### src/rtl/rsv_pkg.sv
// Shared types and default sizing for the reservation-station lane.
// Entry and source-operand records are laid out at the default widths.
package rsv_pkg;

  localparam int RSV_NUM_ENTRIES = 8;
  localparam int RSV_CDB_LANES   = 2;
  localparam int RSV_NUM_SRCS    = 2;
  localparam int ROB_SIZE        = 32;
  localparam int ROB_SIZE_CLOG   = $clog2(ROB_SIZE);
  localparam int RSV_TAG_W       = ROB_SIZE_CLOG;
  localparam int RSV_DATA_W      = 32;
  localparam int RSV_OP_W        = 6;

  typedef struct packed {
    logic                  rdy;
    logic [RSV_TAG_W-1:0]  tag;
    logic [RSV_DATA_W-1:0] val;
  } rsv_src_t;

  typedef struct packed {
    logic                            valid;
    logic [RSV_OP_W-1:0]             op;
    logic [RSV_TAG_W-1:0]            dst_tag;
    rsv_src_t [RSV_NUM_SRCS-1:0]     src;
  } rsv_entry_t;

endpackage

### src/rtl/rsv_sched_if.sv
// Rename/dispatch, CDB snoop and functional-unit handshake bundle for one lane.
// master drives allocations, broadcasts and the FU ready; slave is the station.
interface rsv_sched_if import rsv_pkg::*; #(
  parameter int NUM_ENTRIES = RSV_NUM_ENTRIES,
  parameter int CDB_LANES   = RSV_CDB_LANES,
  parameter int NUM_SRCS    = RSV_NUM_SRCS,
  parameter int TAG_W       = RSV_TAG_W,
  parameter int DATA_W      = RSV_DATA_W,
  parameter int OP_W        = RSV_OP_W
);
  localparam int CNT_W = $clog2(NUM_ENTRIES + 1);

  logic                         flush;
  logic                         alloc_val;
  logic                         alloc_rdy;
  logic [OP_W-1:0]              alloc_op;
  logic [TAG_W-1:0]             alloc_dst_tag;
  logic [NUM_SRCS-1:0]          alloc_src_rdy;
  logic [NUM_SRCS*TAG_W-1:0]    alloc_src_tag;
  logic [NUM_SRCS*DATA_W-1:0]   alloc_src_val;
  logic [CDB_LANES-1:0]         cdb_val;
  logic [CDB_LANES*TAG_W-1:0]   cdb_tag;
  logic [CDB_LANES*DATA_W-1:0]  cdb_data;
  logic                         disp_val;
  logic                         disp_rdy;
  logic [OP_W-1:0]              disp_op;
  logic [TAG_W-1:0]             disp_dst_tag;
  logic [NUM_SRCS*DATA_W-1:0]   disp_src;
  logic [CNT_W-1:0]             count;
  logic                         full;
  logic                         empty;

  modport master (
    output flush, alloc_val, alloc_op, alloc_dst_tag, alloc_src_rdy, alloc_src_tag,
           alloc_src_val, cdb_val, cdb_tag, cdb_data, disp_rdy,
    input  alloc_rdy, disp_val, disp_op, disp_dst_tag, disp_src, count, full, empty
  );

  modport slave (
    input  flush, alloc_val, alloc_op, alloc_dst_tag, alloc_src_rdy, alloc_src_tag,
           alloc_src_val, cdb_val, cdb_tag, cdb_data, disp_rdy,
    output alloc_rdy, disp_val, disp_op, disp_dst_tag, disp_src, count, full, empty
  );

endinterface

### src/rtl/rsv_age_sel.sv
// Age matrix over the station slots: remembers allocation order and grants
// the oldest ready entry regardless of which slot it happens to occupy.
module rsv_age_sel import rsv_pkg::*; #(
  parameter int NUM_ENTRIES = RSV_NUM_ENTRIES
) (
  input  logic                   clk,
  input  logic                   rst,
  input  logic                   flush,
  input  logic [NUM_ENTRIES-1:0] alloc_oh,
  input  logic [NUM_ENTRIES-1:0] disp_oh,
  input  logic [NUM_ENTRIES-1:0] ready,
  output logic [NUM_ENTRIES-1:0] grant
);

  // older_q[i][j] set means slot j holds an entry allocated before slot i's entry
  logic [NUM_ENTRIES-1:0] older_q [NUM_ENTRIES];
  logic [NUM_ENTRIES-1:0] older_d [NUM_ENTRIES];
  logic [NUM_ENTRIES-1:0] valid_q;
  logic [NUM_ENTRIES-1:0] valid_d;

  always_comb begin
    valid_d = (valid_q & ~disp_oh) | alloc_oh;
    for (int i = 0; i < NUM_ENTRIES; i++) begin
      older_d[i] = older_q[i] & ~disp_oh & ~alloc_oh;
      if (alloc_oh[i]) begin
        older_d[i] = valid_q & ~disp_oh;
      end
    end
  end

  always_ff @(posedge clk) begin
    if (rst || flush) begin
      valid_q <= '0;
      for (int i = 0; i < NUM_ENTRIES; i++) begin
        older_q[i] <= '0;
      end
    end else begin
      valid_q <= valid_d;
      for (int i = 0; i < NUM_ENTRIES; i++) begin
        older_q[i] <= older_d[i];
      end
    end
  end

  always_comb begin
    grant = '0;
    for (int i = 0; i < NUM_ENTRIES; i++) begin
      grant[i] = ready[i] & ~(|(older_q[i] & ready));
    end
  end

endmodule

### src/rtl/rsv_sched.sv
// Reservation station for one execution lane: allocates renamed instructions,
// wakes sources from the CDB and issues the oldest ready entry to the FU.
module rsv_sched import rsv_pkg::*; #(
  parameter int NUM_ENTRIES = RSV_NUM_ENTRIES,
  parameter int CDB_LANES   = RSV_CDB_LANES,
  parameter int NUM_SRCS    = RSV_NUM_SRCS,
  parameter int TAG_W       = RSV_TAG_W,
  parameter int DATA_W      = RSV_DATA_W,
  parameter int OP_W        = RSV_OP_W
) (
  input logic        clk,
  input logic        rst,
  rsv_sched_if.slave bus
);

  localparam int CNT_W = $clog2(NUM_ENTRIES + 1);

  rsv_entry_t             ent_q [NUM_ENTRIES];
  rsv_entry_t             ent_d [NUM_ENTRIES];
  rsv_src_t               alloc_src [NUM_SRCS];
  logic [CNT_W-1:0]       count_q;
  logic [CNT_W-1:0]       count_d;
  logic                   full_q;
  logic                   empty_q;
  logic [NUM_ENTRIES-1:0] valid_vec;
  logic [NUM_ENTRIES-1:0] ready_vec;
  logic [NUM_ENTRIES-1:0] free_oh;
  logic [NUM_ENTRIES-1:0] alloc_oh;
  logic [NUM_ENTRIES-1:0] disp_oh;
  logic [NUM_ENTRIES-1:0] grant;
  logic                   free_found;
  logic                   alloc_fire;
  logic                   disp_fire;
  logic                   cdb_dup;
  logic [CDB_LANES-1:0]   cdb_val;
  logic [TAG_W-1:0]       cdb_tag  [CDB_LANES];
  logic [DATA_W-1:0]      cdb_data [CDB_LANES];
  logic [OP_W-1:0]        sel_op;
  logic [TAG_W-1:0]       sel_dst;
  logic [NUM_SRCS*DATA_W-1:0] sel_src;

  always_comb begin
    cdb_val = bus.cdb_val;
    for (int l = 0; l < CDB_LANES; l++) begin
      cdb_tag[l]  = bus.cdb_tag[l*TAG_W +: TAG_W];
      cdb_data[l] = bus.cdb_data[l*DATA_W +: DATA_W];
    end
  end

  // A waiting source captures data from the lowest-index matching lane.
  function automatic rsv_src_t snoop(input rsv_src_t s_in);
    rsv_src_t s_out;
    logic     hit;
    s_out = s_in;
    hit   = 1'b0;
    if (!s_in.rdy) begin
      for (int l = 0; l < CDB_LANES; l++) begin
        if (!hit && cdb_val[l] && (cdb_tag[l] == s_in.tag)) begin
          hit       = 1'b1;
          s_out.rdy = 1'b1;
          s_out.val = cdb_data[l];
        end
      end
    end
    return s_out;
  endfunction

  always_comb begin
    valid_vec = '0;
    ready_vec = '0;
    for (int i = 0; i < NUM_ENTRIES; i++) begin
      valid_vec[i] = ent_q[i].valid;
      ready_vec[i] = ent_q[i].valid;
      for (int s = 0; s < NUM_SRCS; s++) begin
        ready_vec[i] = ready_vec[i] & ent_q[i].src[s].rdy;
      end
    end
  end

  always_comb begin
    free_oh    = '0;
    free_found = 1'b0;
    for (int i = 0; i < NUM_ENTRIES; i++) begin
      if (!valid_vec[i] && !free_found) begin
        free_oh[i] = 1'b1;
        free_found = 1'b1;
      end
    end
  end

  // Ready to allocate comes only from the registered full flag, never from dispatch.
  assign alloc_fire = bus.alloc_val & ~full_q;
  assign disp_fire  = (|ready_vec) & bus.disp_rdy;
  assign alloc_oh   = alloc_fire ? free_oh : '0;
  assign disp_oh    = disp_fire ? grant : '0;

  rsv_age_sel #(
    .NUM_ENTRIES (NUM_ENTRIES)
  ) u_age_sel (
    .clk      (clk),
    .rst      (rst),
    .flush    (bus.flush),
    .alloc_oh (alloc_oh),
    .disp_oh  (disp_oh),
    .ready    (ready_vec),
    .grant    (grant)
  );

  always_comb begin
    for (int s = 0; s < NUM_SRCS; s++) begin
      alloc_src[s].rdy = bus.alloc_src_rdy[s];
      alloc_src[s].tag = bus.alloc_src_tag[s*TAG_W +: TAG_W];
      alloc_src[s].val = bus.alloc_src_val[s*DATA_W +: DATA_W];
    end
  end

  // Flush is applied last so it overrides allocation, dispatch and wakeup.
  always_comb begin
    for (int i = 0; i < NUM_ENTRIES; i++) begin
      ent_d[i] = ent_q[i];
      if (ent_q[i].valid) begin
        for (int s = 0; s < NUM_SRCS; s++) begin
          ent_d[i].src[s] = snoop(ent_q[i].src[s]);
        end
      end
      if (disp_oh[i]) begin
        ent_d[i].valid = 1'b0;
      end
      if (alloc_oh[i]) begin
        ent_d[i].valid   = 1'b1;
        ent_d[i].op      = bus.alloc_op;
        ent_d[i].dst_tag = bus.alloc_dst_tag;
        for (int s = 0; s < NUM_SRCS; s++) begin
          ent_d[i].src[s] = snoop(alloc_src[s]);
        end
      end
      if (bus.flush) begin
        ent_d[i].valid = 1'b0;
      end
    end
  end

  always_comb begin
    if (bus.flush) begin
      count_d = '0;
    end else begin
      count_d = count_q + CNT_W'(alloc_fire) - CNT_W'(disp_fire);
    end
  end

  always_ff @(posedge clk) begin
    if (rst) begin
      for (int i = 0; i < NUM_ENTRIES; i++) begin
        ent_q[i] <= '0;
      end
      count_q <= '0;
      full_q  <= 1'b0;
      empty_q <= 1'b1;
    end else begin
      for (int i = 0; i < NUM_ENTRIES; i++) begin
        ent_q[i] <= ent_d[i];
      end
      count_q <= count_d;
      full_q  <= (count_d == CNT_W'(NUM_ENTRIES));
      empty_q <= (count_d == '0);
    end
  end

  // AND-OR payload mux; an all-zero grant yields zero outputs.
  always_comb begin
    sel_op  = '0;
    sel_dst = '0;
    sel_src = '0;
    for (int i = 0; i < NUM_ENTRIES; i++) begin
      if (grant[i]) begin
        sel_op  = sel_op | ent_q[i].op;
        sel_dst = sel_dst | ent_q[i].dst_tag;
        for (int s = 0; s < NUM_SRCS; s++) begin
          sel_src[s*DATA_W +: DATA_W] = sel_src[s*DATA_W +: DATA_W] | ent_q[i].src[s].val;
        end
      end
    end
  end

  always_comb begin
    cdb_dup = 1'b0;
    for (int a = 0; a < CDB_LANES; a++) begin
      for (int b = a + 1; b < CDB_LANES; b++) begin
        if (cdb_val[a] && cdb_val[b] && (cdb_tag[a] == cdb_tag[b])) begin
          cdb_dup = 1'b1;
        end
      end
    end
  end

  assign bus.alloc_rdy    = ~full_q;
  assign bus.disp_val     = |ready_vec;
  assign bus.disp_op      = sel_op;
  assign bus.disp_dst_tag = sel_dst;
  assign bus.disp_src     = sel_src;
  assign bus.count        = count_q;
  assign bus.full         = full_q;
  assign bus.empty        = empty_q;

  a_cdb_tags_unique: assert property (@(posedge clk) disable iff (rst) !cdb_dup);
  a_grant_onehot:    assert property (@(posedge clk) disable iff (rst) $onehot0(grant));

endmodule

### src/flat_wrapper.sv
// flat-port wrapper written by rule: the top's interface ports become plain ports
module rsv_sched_flat import rsv_pkg::*;
#(
  parameter int NUM_ENTRIES = RSV_NUM_ENTRIES,
  parameter int CDB_LANES   = RSV_CDB_LANES,
  parameter int NUM_SRCS    = RSV_NUM_SRCS,
  parameter int TAG_W       = RSV_TAG_W,
  parameter int DATA_W      = RSV_DATA_W,
  parameter int OP_W        = RSV_OP_W
)
  (clk, rst, bus_flush, bus_alloc_val, bus_alloc_op, bus_alloc_dst_tag, bus_alloc_src_rdy, bus_alloc_src_tag, bus_alloc_src_val, bus_cdb_val, bus_cdb_tag, bus_cdb_data, bus_disp_rdy, bus_alloc_rdy, bus_disp_val, bus_disp_op, bus_disp_dst_tag, bus_disp_src, bus_count, bus_full, bus_empty);
  rsv_sched_if #(.NUM_ENTRIES(NUM_ENTRIES), .CDB_LANES(CDB_LANES), .NUM_SRCS(NUM_SRCS), .TAG_W(TAG_W), .DATA_W(DATA_W), .OP_W(OP_W)) bus_i ();
  input logic clk;
  input logic rst;
  input wire logic [$bits(bus_i.flush)-1:0] bus_flush;
  input wire logic [$bits(bus_i.alloc_val)-1:0] bus_alloc_val;
  input wire logic [$bits(bus_i.alloc_op)-1:0] bus_alloc_op;
  input wire logic [$bits(bus_i.alloc_dst_tag)-1:0] bus_alloc_dst_tag;
  input wire logic [$bits(bus_i.alloc_src_rdy)-1:0] bus_alloc_src_rdy;
  input wire logic [$bits(bus_i.alloc_src_tag)-1:0] bus_alloc_src_tag;
  input wire logic [$bits(bus_i.alloc_src_val)-1:0] bus_alloc_src_val;
  input wire logic [$bits(bus_i.cdb_val)-1:0] bus_cdb_val;
  input wire logic [$bits(bus_i.cdb_tag)-1:0] bus_cdb_tag;
  input wire logic [$bits(bus_i.cdb_data)-1:0] bus_cdb_data;
  input wire logic [$bits(bus_i.disp_rdy)-1:0] bus_disp_rdy;
  output wire logic [$bits(bus_i.alloc_rdy)-1:0] bus_alloc_rdy;
  output wire logic [$bits(bus_i.disp_val)-1:0] bus_disp_val;
  output wire logic [$bits(bus_i.disp_op)-1:0] bus_disp_op;
  output wire logic [$bits(bus_i.disp_dst_tag)-1:0] bus_disp_dst_tag;
  output wire logic [$bits(bus_i.disp_src)-1:0] bus_disp_src;
  output wire logic [$bits(bus_i.count)-1:0] bus_count;
  output wire logic [$bits(bus_i.full)-1:0] bus_full;
  output wire logic [$bits(bus_i.empty)-1:0] bus_empty;
  assign bus_i.flush = bus_flush;
  assign bus_i.alloc_val = bus_alloc_val;
  assign bus_i.alloc_op = bus_alloc_op;
  assign bus_i.alloc_dst_tag = bus_alloc_dst_tag;
  assign bus_i.alloc_src_rdy = bus_alloc_src_rdy;
  assign bus_i.alloc_src_tag = bus_alloc_src_tag;
  assign bus_i.alloc_src_val = bus_alloc_src_val;
  assign bus_i.cdb_val = bus_cdb_val;
  assign bus_i.cdb_tag = bus_cdb_tag;
  assign bus_i.cdb_data = bus_cdb_data;
  assign bus_i.disp_rdy = bus_disp_rdy;
  assign bus_alloc_rdy = bus_i.alloc_rdy;
  assign bus_disp_val = bus_i.disp_val;
  assign bus_disp_op = bus_i.disp_op;
  assign bus_disp_dst_tag = bus_i.disp_dst_tag;
  assign bus_disp_src = bus_i.disp_src;
  assign bus_count = bus_i.count;
  assign bus_full = bus_i.full;
  assign bus_empty = bus_i.empty;
  rsv_sched #(.NUM_ENTRIES(NUM_ENTRIES), .CDB_LANES(CDB_LANES), .NUM_SRCS(NUM_SRCS), .TAG_W(TAG_W), .DATA_W(DATA_W), .OP_W(OP_W)) u_core (.clk(clk), .rst(rst), .bus(bus_i));
endmodule
### config.mk
export PLATFORM = sky130hd
export DESIGN_NAME = rsv_sched_flat
export DESIGN_NICKNAME = d
export VERILOG_FILES = /design/src/rtl/rsv_pkg.sv /design/src/rtl/rsv_sched_if.sv /design/src/rtl/rsv_age_sel.sv /design/src/rtl/rsv_sched.sv /design/src/flat_wrapper.sv
export SDC_FILE = /design/constraint.sdc
export NUM_CORES = 2
export LEC_CHECK = 0
export ABC_AREA = 1
export ABC_CLOCK_PERIOD_IN_PS = 2300
export BUFFER_PORTS_ARGS = -buffer_cell sky130_fd_sc_hd__buf_2
export CAP_MARGIN = 20
export CORE_MARGIN = 2
export CORE_UTILIZATION = 30
export CTS_CLUSTER_DIAMETER = 50
export CTS_CLUSTER_SIZE = 14
export DETAILED_ROUTE_END_ITERATION = 8
export PLACE_DENSITY_LB_ADDON = 0.1
export SYNTH_ARGS = -nofsm -noshare
export SYNTH_HDL_FRONTEND = slang
export SYNTH_SLANG_ARGS = --single-unit
### constraint.sdc
create_clock -name clk -period 2.3 [get_ports clk]
set_input_delay 0.46 -clock clk [delete_from_list [all_inputs] [get_ports clk]]
set_output_delay 0.46 -clock clk [all_outputs]
set_load 0.1 [all_outputs]
==> impl_metrics.yaml <==
die:
  dieHeight_um: 413
  die_area_um2: 170000
  io_pins: 251
  die_w_um: 413
  num_rows: 150
  initial_core_util_pct: 30.1
  coreArea_um2: 167000
cts:
  cts_tree: "built"
  cts.clk_slew.worst_paths_ns: 0.05
  clk_latency_ns: 0.81
  clock_path_buffers: 3
  htree_levels: 4
  cts_root_buf: "clkbuf_16"
  cts.sinks: 782
  cts_buffers: 141
yosys:
  synthArstFlopShare_pct: 0
  ys_ff_latch: 782
  yosys-top-cells-count: "nand2_1, nand3_1, dfxtp_1"
  synth.largest_area_cell: "dfxtp_1"
  syn_avg_cell_area_um2: 5.92
  synth_edf_count: 0
  netlist_instances: 8464
  synth_top_cell_area_share_pct: 31.2
  syn_area_um2: 50100
  synth_nets: 8637
  synthTopCellsByArea: "dfxtp_1, nand2_1, nand3_1"
  synthFlopType: "dfxtp_1"
  yosysMostFrequentCell: "nand2_1"
  seq_area_frac_synth_pct: 31.2
  synth_cell_types: 43
  ys_warn_count: 0
run_status:
  status: "complete, but fails checks"
  violations: "setup timing"
critical_path:
  r2r_slack_ns: -0.08
  critPathArrivalTime_ns: 2.91
  crit_fanout: 8
  cp-start-kind: "flop"
  required_ns: 1.84
  worstSetupPathType: "flop to output pin"
  end_kind: "output pin"
power_and_ir_drop:
  swShare_pct: 29.2
  seqPwrFrac_pct: 34.4
  vdd_drop_max_mv: 0.750
  p_switching_w: 0.0118
  p_comb_share_pct: 11.1
  power_w: 0.0403
  power_density_nw_per_um2: 594
  clockPowerShare_pct: 54.5
  p_int_w: 0.0285
  p_leak_nw: 29.8
sta:
  min_period_ns: 3.37
  hold_viol: 0
  fin_skew_ns: 0.0358
  relSlewSlack_pct: 47.8
  setup_viol: 81
  fmaxAchievable_mhz: 297
  hold-worst-slack_ns: 0.0699
  worst_slack_ns: -1.07
  fin_crit_sh_pct: 147
  tightest_slew_ns: 0.782
  setup_tns_ns: -75.69
  rsz0062_at_grt: "true"
  finalMaxSlewViolations: 0
finish:
  layout-drive-gt1-share_pct: 18.7
  num-fill-cells: 17611
  finalNetCount: 9072
  fin_cells: 11219
  final_util_pct: 40.7
  area_delta_synth_final_pct: 35.3
  diodes: 0
  multi_input_area_um2: 30200
  regArea_um2: 15700
drt:
  drt-vias-per-instance: 5.67
  drc: 0
  wl_per_cell_um: 26.9
  drt_pre_antenna_iters: 8
  ant_nets: 0
  wl_um: 301000
  vias: 63634
  drt-initial-drc-count: 8137
global_route:
  grt_pass1_wl_um: 425000
  grt_pass1_vias: 58790
  grt_overflow: 0
  grt_max_degree: 97
  grtUsageTotal_pct: 34.0
  antenna_found_initial: 3
min_path:
  hold_path.class: "primary input to flop"
placement:
  dp_hpwl_um: 192000
  gp_congestion: 0.945
  io_buffers: 250
  dp.cells: 10905
job:
  maxCapViolCount: 0
registers in the layout, summed over array words and instances, names as in the netlist:
signal	cells
u_core.ent_q	704
u_core.u_age_sel.older_q	64
u_core.u_age_sel.valid_q	8
u_core.bus.count	4
u_core.bus.empty	1
u_core.bus.full	1
through the flow:
step	worst slack [ns]	instance area [um^2]
3_5_place_dp	-0.462	61200
4_1_cts	-1.09	66800
6_report	-1.07	67800
3_3_place_gp	-0.470	61200
5_1_grt	-1.14	67800
2_1_floorplan	-0.265	50700
routing by layer:
metal / share of wire (%) / track usage (%) / up-vias / wire, um
met4: 5.3 / 17.1 / 2 / 16100
met5: 0.0043 / 0 / - / 13
li1: - / - / 28700 / -
met3: 11 / 8.55 / 808 / 33500
met1: 41 / 44.5 / 30228 / 122000
met2: 43 / 51.5 / 3896 / 130000
path summary, 6_finish.rpt:
kind / from / endpoint / depth (start not counted)
hold reg to reg: u_core.ent_q[3][78]$_SDFFE_PP0P_ / u_core.ent_q[3][78]$_SDFFE_PP0P_ / 2
setup reg to reg: u_core.ent_q[0][87]$_SDFFE_PP0P_ / u_core.bus.empty$_SDFF_PP1_ / 15
setup / recovery: u_core.ent_q[1][75]$_SDFFE_PP0P_ / bus_disp_src[2] / 11
hold / removal: bus_alloc_src_tag[4] / u_core.ent_q[3][36]$_SDFFE_PP0P_ / 3
worst max-delay path: stages (launching register included):
cell and delay (ns):
dfxtp_2 0.33, nand3_4 0.18, buf_6 0.13, o22ai_1 0.05, or2_4 0.26, nor2_4 0.23
buf_12 0.20, buf_12 0.19, nand2_2 0.07, nand4_1 0.13, or2_4 0.18, buf_12 0.17
timing repair:
item | CTS | global route
cloned | 5 | 12
endpoints found under the hold margin | 46 | 0
resized for setup | 102 | 188
pin swaps | 39 | 62
endpoints found under the setup margin | 143 | 244
buffers inserted | 9 | 18
hold buffers | 13 | 0
area by class of cell:
cell class | count | area share [%]
clock inverter | 92 | 1.51
tap | 2204 | 4.07
multi-input combinational | 6352 | 44.5
sequential | 782 | 23.1
timing repair buffer | 1006 | 17.6
clock buffer | 167 | 5.64
inverter | 616 | 3.48
power by group through the flow:
stage | Sequential [W] | Clock (W) | Combinational (W)
3_5_place_dp | 0.0141 | 0 | 0.00429
3_3_place_gp | 0.0141 | 0 | 0.00427
5_1_grt | 0.0139 | 0.0228 | 0.00471
2_1_floorplan | 0.0141 | 0 | 0.00206
4_1_cts | 0.0139 | 0.0221 | 0.00432
6_report | 0.0139 | 0.0220 | 0.00447
placed cells by master, fill, tap and decap left out, types with 173 or more instances in the layout:
cell type / synthesis / final
o21ai_0: 524 / 506
buf_12: 0 / 341
buf_2: 230 / 173
inv_1: 508 / 499
dfxtp_1: 782 / 760
a21oi_1: 766 / 736
buf_4: 54 / 419
nor2_1: 612 / 579
nand3_1: 1689 / 1660
nand2_1: 2327 / 2222
kinds of logic (layout without fill, tap and decap cells):
family | Yosys count | after routing | share of synthesized area [%]
xor gates and xnor gates | 11 | 11 | 0.192
DFF | 782 | 782 | 31.2
adders and majority gates | 5 | 5 | 0.140
and+or+nand+nor | 4978 | 4978 | 43.7
AOI/OAI and AO/OA | 1358 | 1358 | 13.7
buffers and inverters | 1330 | 1881 | 11.1
Power figures use the tool's default switching activity.
